==> config.mk <==
export PLATFORM = sky130hd
export DESIGN_NAME = fetch_stage
export DESIGN_NICKNAME = d
export VERILOG_FILES = /design/src/rtl/pipeline_pkg.sv /design/src/rtl/fetch_skid_buffer.sv /design/src/rtl/fetch_stage.sv
export SDC_FILE = /design/constraint.sdc
export NUM_CORES = 1
export LEC_CHECK = 0
export ABC_AREA = 0
export BUFFER_PORTS_ARGS = -buffer_cell sky130_fd_sc_hd__buf_2
export CAP_MARGIN = 0
export CORE_MARGIN = 4
export CORE_UTILIZATION = 53
export CTS_BUF_LIST = sky130_fd_sc_hd__clkbuf_8 sky130_fd_sc_hd__clkbuf_16
export DETAILED_ROUTE_END_ITERATION = 12
export PLACE_DENSITY = 0.77
export SETUP_SLACK_MARGIN = 0.05
export SLEW_MARGIN = 20
export SYNTH_ARGS = -nofsm -noshare
export SYNTH_HDL_FRONTEND = slang
export SYNTH_HIERARCHICAL = 1
export SYNTH_SLANG_ARGS = --single-unit
==> constraint.sdc <==
create_clock -name Clock -period 2.5 [get_ports Clock]
set_input_delay 0.25 -clock Clock [delete_from_list [all_inputs] [get_ports Clock]]
set_output_delay 0.25 -clock Clock [all_outputs]
set_load 0.01 [all_outputs]
==> src/rtl/pipeline_pkg.sv <==
// Shared pipeline constants: datapath widths, opcode field bounds, reset PC.
package pipeline_pkg;

    localparam int unsigned ADDR_W     = 20;
    localparam int unsigned INSTR_W    = 20;
    localparam int unsigned OPCODE_MSB = 19;
    localparam int unsigned OPCODE_LSB = 16;
    localparam int unsigned OPCODE_W   = OPCODE_MSB - OPCODE_LSB + 1;

    localparam logic [ADDR_W-1:0] RESET_PC = '0;

    // Fetch control state, encoded directly as {reqValid, skidValid}.
    typedef enum logic [1:0] {
        FS_IDLE = 2'b00,
        FS_WAIT = 2'b10,
        FS_HELD = 2'b01
    } fetchState_e;

    // Extract the opcode field from a full instruction word.
    function automatic logic [OPCODE_W-1:0] opcodeOf(input logic [INSTR_W-1:0] instr);
        return instr[OPCODE_MSB:OPCODE_LSB];
    endfunction

endpackage

==> src/rtl/fetch_skid_buffer.sv <==
// One-entry holding register for an instruction/PC pair returned while decode stalls.
import pipeline_pkg::*;

module fetch_skid_buffer #(
    parameter int unsigned ADDR_W  = pipeline_pkg::ADDR_W,
    parameter int unsigned INSTR_W = pipeline_pkg::INSTR_W
) (
    input  logic               Clock,
    input  logic               Reset,
    input  logic               load,
    input  logic               clear,
    input  logic [INSTR_W-1:0] instrIn,
    input  logic [ADDR_W-1:0]  pcIn,
    output logic               valid,
    output logic [INSTR_W-1:0] instr,
    output logic [ADDR_W-1:0]  pc
);

    // Clear wins over load so a redirect always empties the entry.
    always_ff @(posedge Clock) begin
        if (Reset) begin
            valid <= 1'b0;
            instr <= '0;
            pc    <= '0;
        end else if (clear) begin
            valid <= 1'b0;
        end else if (load) begin
            valid <= 1'b1;
            instr <= instrIn;
            pc    <= pcIn;
        end
    end

endmodule

==> src/rtl/fetch_stage.sv <==
// Instruction fetch: owns the PC, tracks one in-flight memory read, absorbs
// decode stalls through a skid entry and squashes wrong-path fetches on jumps.
import pipeline_pkg::*;

module fetch_stage #(
    parameter int unsigned       ADDR_W   = pipeline_pkg::ADDR_W,
    parameter int unsigned       INSTR_W  = pipeline_pkg::INSTR_W,
    parameter logic [ADDR_W-1:0] RESET_PC = ADDR_W'(pipeline_pkg::RESET_PC)
) (
    input  logic               Clock,
    input  logic               Reset,
    output logic [ADDR_W-1:0]  imem_addr,
    input  logic [INSTR_W-1:0] imem_data,
    input  logic               stall,
    input  logic               jump_en,
    input  logic [ADDR_W-1:0]  jump_addr,
    output logic [INSTR_W-1:0] if_id_instr,
    output logic [3:0]         if_id_opcode,
    output logic [ADDR_W-1:0]  if_id_pc,
    output logic               if_id_valid
);

    logic [ADDR_W-1:0]  pc, pcNext;
    logic               reqValid, reqValidNext;
    logic [ADDR_W-1:0]  reqPc, reqPcNext;
    logic               skidValid, skidLoad, skidClear;
    logic [INSTR_W-1:0] skidInstr;
    logic [ADDR_W-1:0]  skidPc;
    logic               ifIdValidNext;
    logic [INSTR_W-1:0] ifIdInstrNext;
    logic [ADDR_W-1:0]  ifIdPcNext;
    fetchState_e        state;

    assign state        = fetchState_e'({reqValid, skidValid});
    assign imem_addr    = jump_en ? jump_addr : pc;
    assign if_id_opcode = opcodeOf(if_id_instr);

    fetch_skid_buffer #(
        .ADDR_W (ADDR_W),
        .INSTR_W(INSTR_W)
    ) uSkid (
        .Clock  (Clock),
        .Reset  (Reset),
        .load   (skidLoad),
        .clear  (skidClear),
        .instrIn(imem_data),
        .pcIn   (reqPc),
        .valid  (skidValid),
        .instr  (skidInstr),
        .pc     (skidPc)
    );

    // Next-state: jump beats stall beats run; the returning word is only
    // consumed when a request is live and not being redirected away.
    always_comb begin
        pcNext        = pc;
        reqValidNext  = 1'b0;
        reqPcNext     = reqPc;
        skidLoad      = 1'b0;
        skidClear     = 1'b0;
        ifIdValidNext = if_id_valid;
        ifIdInstrNext = if_id_instr;
        ifIdPcNext    = if_id_pc;
        if (jump_en) begin
            reqValidNext  = 1'b1;
            reqPcNext     = jump_addr;
            pcNext        = jump_addr + ADDR_W'(1);
            skidClear     = 1'b1;
            ifIdValidNext = 1'b0;
        end else if (stall) begin
            skidLoad = (state == FS_WAIT);
        end else begin
            case (state)
                FS_HELD: begin
                    ifIdValidNext = 1'b1;
                    ifIdInstrNext = skidInstr;
                    ifIdPcNext    = skidPc;
                    skidClear     = 1'b1;
                end
                FS_WAIT: begin
                    ifIdValidNext = 1'b1;
                    ifIdInstrNext = imem_data;
                    ifIdPcNext    = reqPc;
                end
                default: ifIdValidNext = 1'b0;
            endcase
            reqValidNext = 1'b1;
            reqPcNext    = pc;
            pcNext       = pc + ADDR_W'(1);
        end
    end

    // PC, request tracking and IF/ID registers.
    always_ff @(posedge Clock) begin
        if (Reset) begin
            pc          <= RESET_PC;
            reqValid    <= 1'b0;
            reqPc       <= '0;
            if_id_valid <= 1'b0;
            if_id_instr <= '0;
            if_id_pc    <= '0;
        end else begin
            pc          <= pcNext;
            reqValid    <= reqValidNext;
            reqPc       <= reqPcNext;
            if_id_valid <= ifIdValidNext;
            if_id_instr <= ifIdInstrNext;
            if_id_pc    <= ifIdPcNext;
        end
    end

    // A live request and a held word must never coexist.
    always_ff @(posedge Clock) begin
        if (!Reset) begin
            assert (!(reqValid && skidValid));
        end
    end

endmodule

# Word-level counts from Yosys, hierarchy flattened

Cells that the tools add are included.

Reductions and logical operators: 6
$add $sub $neg: 2
Eq/ne operators: 3
Bitwise logic cells: 3
Muxes and demuxes: 15

Operators by type and width:

| kind                                                                   | number |
|---|---|
| 20-bit 2-to-1 mux                                                      | 5 |
| 20-bit one-hot mux with 2 select lines                                 | 2 |
| 20-bit by 1-bit adder with 20-bit output (second input constant)       | 2 |
| 1-bit 2-to-1 mux                                                       | 8 |
| 2-bit OR reduction                                                     | 3 |
| 1-bit NOT                                                              | 3 |
| 3-bit AND reduction                                                    | 1 |
| 2-bit by 1-bit equality test with 1-bit output (second input constant) | 1 |
| 2-bit equality test (second input constant)                            | 1 |
| 2-bit by 1-bit != test with 1-bit output (second input constant)       | 1 |
| 2-bit AND reduction                                                    | 1 |
| 2-bit nonzero test                                                     | 1 |

Logic and storage cells: 38
Register bits after elaboration: 123
Output and inout bits: 65
Bits of input ports: 44

# Depth between registers and ports, before layout

Gate-level depths: netlist of run 1.

Word-level depth: 6
Gate-level depth with buffers: 10
Mapped depth without buffers: 7

# By module

The synthesis of run 1 kept the hierarchy.

Modules (own cells, without submodules):

| module            | seq. area each (µm²) | cells each | area an instance (µm²) | instances |
|---|---|---|---|---|
| fetch_stage       | 1641.6               | 458        | 4057.6                 | 1 |
| fetch_skid_buffer | 820.8                | 185        | 1865.5                 | 1 |

# Worst setup path before layout of run 1

No wires, ideal clock.

Kind: in2reg
Start point: in jump_en
End point: reg, netlist name pc[12]
Stages: 10
Arrival time: 1.987 ns
Required time: 2.380 ns
Library setup time: 0.120 ns
Path buffers: 3
Setup slack: 0.393 ns
Path through: buf_6 buf_6 buf_2 mux2_2 ha_1 nand4b_1 nand2_1 nand3_1 nor3_1 a211o_1

RTL lines:

| element            | line              | source |
|---|---|---|
| start: declaration | fetch_stage.sv:15 | `input logic jump_en,` |

==> impl_metrics.tcl, run 1 <==
set metrics [dict create \
    p_per_area_nw_per_um2 722 \
    crit_chain "mux2_2 > ha_1 > nand4b_1 > nand2_1 > nand4_1 > xnor2_1 > a211oi_1" \
    power_switching_uw 1270 \
    cpMaxStageDelayCell "dfxtp_1" \
    cts.sinks 123 \
    endpoint "pc[14]" \
    clockBufferDepth 2 \
    post_drt_wl_per_cell_um 16.7 \
    min_period_ps 1920 \
    seq_area_um2 2460 \
    end_kind "flip-flop" \
    crit_type "reg2reg" \
    numCtsBuffers 17 \
    fp.coreArea_um2 10900 \
    vias 4972 \
    fillerInstances 872 \
    cts_hold_buf 0 \
    start_util_pct 54.4 \
    synth_nets 690 \
    p_total_uw 5080 \
    synth_edf_count 0 \
    sequentialPowerShare_pct 41.9 \
    ys_seq_area_share_pct 41.6 \
    fmax_mhz 520 \
    critPathLaunch "pc[0]" \
    max_slew_margin_pct 68.2 \
    finalClockSkew_ps 10.1 \
    antenna_found_initial 0 \
    track_usage_pct 23.2 \
    layout.cells.non_filler 872 \
    critPathLaunchType "flip-flop" \
    syn_inst 643 \
    drive_gt1_share_pct 22.5 \
    grt_pass1_vias 4835 \
    status "finished clean" \
    setup_violations 0 \
    r2r_cells 7 \
    syn-mean-instance-area_um2 9.21 \
    rrSetupSlack_ps 580 \
    grt_max_degree 138 \
    yosys.area.top_type "dfxtp_1" \
    slowest_delay_ps 410 \
    grt_pass1_wl_mm 24.3 \
    clockRootBuffer "clkbuf_8" \
    htree_num_levels 4 \
    drt-vias-per-instance 5.70 \
    hp-class "in2reg" \
    drc_errors 0 \
    synthArstFlopShare_pct 0 \
    cts_tree "yes" \
    fin_nets 766 \
    boundaryPins 109 \
    drt_wl_total_mm 14.6 \
    hold_ws_ps 24.2 \
    ir_drop_mv 0.440 \
    maxSlewViolCount 0 \
    worstHoldPathCells 3 \
    synth_warnings 6 \
    firstDrtPassIters 6 \
    min_period_over_period_pct 77.0 \
    fp.dieW_um 114 \
    synth_area_leaders "dfxtp_1, mux2i_1, nand4bb_1" \
    syn2layout_area_growth_pct 18.8 \
    yosys_most_used_dff "dfxtp_1" \
    port_buffers 108 \
    synth_top_area_share_pct 41.6 \
    drt-initial-drc-count 307 \
    place.gp.congestion 0.921 \
    p_int_uw 3810 \
    worstPathRequired_ps 2930 \
    fin_util_pct 64.6 \
    detail-route-antenna-nets 0 \
    synth_area_um2 5920 \
    timing.rr.start "pc[0]" \
    core.rowCount 38 \
    critical_path.max_fanout 10 \
    clock_latency_ps 520 \
    worst_pin_slew_ps 463 \
    clk_pin_slew_ps 60 \
    die_area_um2 12900 \
    cts_setup_buffers 0 \
    ys_ff_latch 123 \
    grt_overflow 0 \
    finalHoldViolations 0 \
    swShare_pct 25.1 \
    p_clk_share_pct 46.4 \
    cap_violations 0 \
    place_inst 840 \
    rr_endpoint "pc[14]" \
    multi_input_area_um2 3070 \
    rsz0062_at_grt "no" \
    worstPathArrival_ps 2350 \
    p_leak_uw 0.00296 \
    tns_ps 0 \
    synthDistinctLibCells 43 \
    die-height_um 114 \
    hpwlAfterDp_mm 9.63 \
    num_antenna_cells 0 \
    comb_power_share_pct 11.7 \
    cts_resized 0 \
]
-- layout make-up --
class	instances	share of cell area, %
inverters	18	0.960
flip-flops and latches	123	35.0
clock buffers	17	5.89
well taps	140	2.49
multi-input cells	440	43.6
repair buffers	119	9.78
clock inverters	15	2.26
-- kinds of logic after synthesis --
| logic type | after synthesis | share of synthesized area (%) |
|---|---|---|
| AOI/OAI and AO/OA | 129 | 14.2 |
| xor gates and xnor gates | 9 | 1.33 |
| adders and majority gates | 3 | 0.634 |
| muxes | 59 | 10.3 |
| DFF | 123 | 41.6 |
| and+or+nand+nor | 240 | 25.2 |
| buffers and inverters | 80 | 6.80 |
-- routing by layer --
metal  GRT usage (%)  wire, um
met5               0         0
met4            5.69       124
met3            5.36       957
met2            36.0      6700
met1            32.8      6770
-- worst min-delay path by stage --
stage / startpoint / endpoint / slack [ps]
3_3_place_gp: uSkid/instr[2] / uSkid/instr[2] / 450
3_5_place_dp: uSkid/pc[19] / uSkid/pc[19] / 450
6_report: imem_data[15] / uSkid/instr[15] / 20
4_1_cts: imem_data[19] / uSkid/instr[19] / 0.003
5_1_grt: imem_data[5] / uSkid/instr[5] / 20
2_1_floorplan: imem_data[17] / uSkid/instr[17] / 420
-- through the flow --
stage / cell area [um^2] / setup WS (ps)
2_1_floorplan: 5920 / 393
3_3_place_gp: 6460 / 558
3_5_place_dp: 6460 / 488
4_1_cts: 7040 / 601
5_1_grt: 7040 / 386
6_report: 7040 / 576
-- sequential cells by signal (all words and copies together) (netlist names) --
name	flops
uSkid/instr	20
uSkid/valid	1
reqPc	20
uSkid/pc	20
if_id_pc	20
if_id_instr	20
if_id_valid	1
pc	20
reqValid	1
-- layout by cell type (no fill, tap or decap), drive strengths merged, types with 3 or more instances in the layout --
cell	n
dfxtp	123
buf	119
nor2	79
a211oi	59
mux2i	54
o21ai	49
nand2b	43
nand4bb	40
nand2	22
inv	20
clkbuf	17
a21oi	13
nand3	12
nand4	11
nor3	11
xnor2	8
nand3b	8
clkinv	7
mux2	5
nand4b	5
nor3b	3
a211o	3
and3	3
bufinv	3
clkinvlp	3
ha	3
-- synth_stat cells (5+ instances only) --
cell       instances
clkbuf_1          23
nor2_1            79
a211oi_1          59
inv_1             18
nand3b_1           7
o21ai_0            8
a21oi_1           12
mux2_2             5
buf_2             22
nand4bb_1         40
o21ai_1           41
dfxtp_1          123
nand2_1           22
buf_4             10
mux2i_1           53
nor3_1            10
xnor2_1            8
nand4_1           11
nand2b_1          43
nand3_1           12
-- worst max-delay path: cells and delay by family, from the launching register on --
family | cells | cell delay [ps]
compound gates | 1 | 230
flops | 1 | 410
mux | 1 | 230
fa+ha+maj | 1 | 220
xor+xnor | 1 | 160
simple gates | 3 | 600
-- power by group through the flow --
stage / logic [uW] / registers [uW] / clock network [uW]
6_report: 595 / 2130 / 2360
2_1_floorplan: 392 / 2160 / 0
5_1_grt: 655 / 2140 / 2470
3_3_place_gp: 583 / 2160 / 0
3_5_place_dp: 592 / 2170 / 0
4_1_cts: 596 / 2130 / 2390
No activity file was read; power rests on OpenSTA's default activity.
==> run 2, diff against run 1 <==
Clock period 2.5 ns to 2 ns, I/O delays scaled along.
==> run 2 against run 1 <==
Clock power is 28% higher. Global-route usage is 0.93 points higher. Sequential share of layout area is 1.3 points lower. Hold slack better by 9.3 ps. Die area stayed put. Setup slack worse by 390 ps. Largest power group unchanged. Final cell count is 3.2% higher. Clock skew is 3.9 ps lower. Combinational power is 32% higher. Critical endpoint is now pc[12]. Design area is 3.9% higher. Non-clock buffer count is 28 higher. Core utilization is 2.5 points higher. Largest cell class unchanged.
==> impl_metrics.tcl, run 2 (same netlist as run 1, synthesis figures left out) <==
set metrics [dict create \
    final_common_cell "dfxtp_1" \
    antenna_found_initial 0 \
    p_leak_uw 0.00309 \
    drt-vias-per-instance 5.65 \
    grt_pass1_wl_mm 25.1 \
    post_drt_wl_per_cell_um 16.7 \
    firstDrtPassIters 5 \
    crit_chain "mux2_4 > ha_1 > nand4b_1 > nand2_2 > nand3_1 > nor3_1 > a211o_1" \
    htree_num_levels 4 \
    p_int_uw 4850 \
    die-height_um 114 \
    drt_wl_total_mm 15.0 \
    swShare_pct 24.9 \
    maxSlewViolCount 0 \
    drive_gt1_share_pct 22.9 \
    die_area_um2 12900 \
    syn2layout_area_growth_pct 23.4 \
    rsz0062_at_grt "no" \
    end_kind "flip-flop" \
    cpMaxStageDelayCell "dfxtp_1" \
    fp.dieW_um 114 \
    detail-route-antenna-nets 0 \
    hpwlAfterDp_mm 9.77 \
    cts_tree "yes" \
    critical_path.max_fanout 10 \
    fin_nets 794 \
    min_period_over_period_pct 90.8 \
    numCtsBuffers 17 \
    num_antenna_cells 0 \
    r2r_cells 7 \
    place.gp.congestion 0.908 \
    cts_hold_buf 20 \
    clockRootBuffer "clkbuf_8" \
    layout_common_cells "dfxtp_1, buf_2, nor2_1" \
    worstHoldPathCells 4 \
    crit_type "reg2reg" \
    vias 5081 \
    slowest_delay_ps 360 \
    hold_ws_ps 33.5 \
    worstPathArrival_ps 2230 \
    cts.sinks 123 \
    sequentialPowerShare_pct 41.2 \
    setup_violations 0 \
    min_from "jump_addr[17]" \
    cts_setup_buffers 0 \
    clk_pin_slew_ps 60 \
    clockBufferDepth 2 \
    fin_util_pct 67.1 \
    worstPathRequired_ps 2410 \
    max_slew_margin_pct 66.3 \
    boundaryPins 109 \
    grt_max_degree 112 \
    fp.coreArea_um2 10900 \
    finalHoldViolations 0 \
    min_to "pc[17]" \
    port_buffers 108 \
    drt-initial-drc-count 329 \
    power_switching_uw 1610 \
    critPathLaunchType "flip-flop" \
    status "finished clean" \
    grt_pass1_vias 5159 \
    min_period_ps 1820 \
    worst_pin_slew_ps 491 \
    rrSetupSlack_ps 180 \
    rr_endpoint "pc[12]" \
    clock_latency_ps 520 \
    cts_resized 0 \
    p_clk_share_pct 46.6 \
    comb_power_share_pct 12.2 \
    core.rowCount 38 \
    p_per_area_nw_per_um2 884 \
    hp-class "in2reg" \
    grt_overflow 0 \
    track_usage_pct 24.1 \
    timing.rr.start "pc[0]" \
    fmax_mhz 551 \
    drc_errors 0 \
    ir_drop_mv 0.631 \
    cap_violations 0 \
    finalClockSkew_ps 6.13 \
    tns_ps 0 \
    start_util_pct 54.4 \
]
## run 2: cell types whose count changed in the layout (fill, tap and decap cells not counted), sizes merged
| cell | previous run | this run |
|---|---|---|
| dlygate4sd3 | 0 | 20 |
| buf | 119 | 127 |
| clkbuf | 17 | 22 |
| clkinv | 7 | 3 |
| bufinv | 3 | 2 |
## run 2: power by group through the flow
stage          registers (uW)  clock network, uW  logic [uW]
2_1_floorplan            2700                  0         493
3_3_place_gp             2700                  0         728
3_5_place_dp             2710                  0         747
4_1_cts                  2660               3060         786
5_1_grt                  2670               3180         863
6_report                 2660               3010         788
## run 2: worst max-delay path by stage
stage,depth (start not counted),to,from,slack [ps]
after floorplan,10,pc[12],jump_en,80
after global placement,8,pc[16],jump_en,180
after detailed placement,8,pc[16],jump_en,100
after CTS,7,pc[12],pc[0],200
after global routing,7,pc[18],pc[0],120
final,7,pc[12],pc[0],180
## run 2: layer usage
metal | GRT usage [%] | share of wire (%) | up-vias
li1 | - | - | 2510
met1 | 32.5 | 46 | 2378
met2 | 37.5 | 46 | 165
met3 | 5.68 | 6.0 | 28
met4 | 9.38 | 2.1 | 0
met5 | 0 | 0 | -
## run 2: through the flow
stage	power [uW]	setup slack, ps	std cells	cell area (um^2)
4_1_cts	6500	201	900	7310
5_1_grt	6720	117	900	7310
2_1_floorplan	3200	81.5	643	5940
3_3_place_gp	3430	179	848	6510
6_report	6460	185	900	7310
3_5_place_dp	3450	103	848	6510
## run 2: worst max-delay path, delay by kind of cell (launching register included)
family / cells / cell delay [ps]
fa+ha+maj: 1 / 240
mux: 1 / 300
compound gates: 1 / 280
simple gates: 4 / 520
flops: 1 / 360
## run 2: cell type report
cell class                      instances  area, um^2
Fill cell                             836        3580
Multi-Input combinational cell        440        3080
Sequential cell                       123        2460
Timing Repair Buffer                  147         923
Clock buffer                           22         483
Tap cell                              140         175
Clock inverter                         10         116
Inverter                               18        67.6
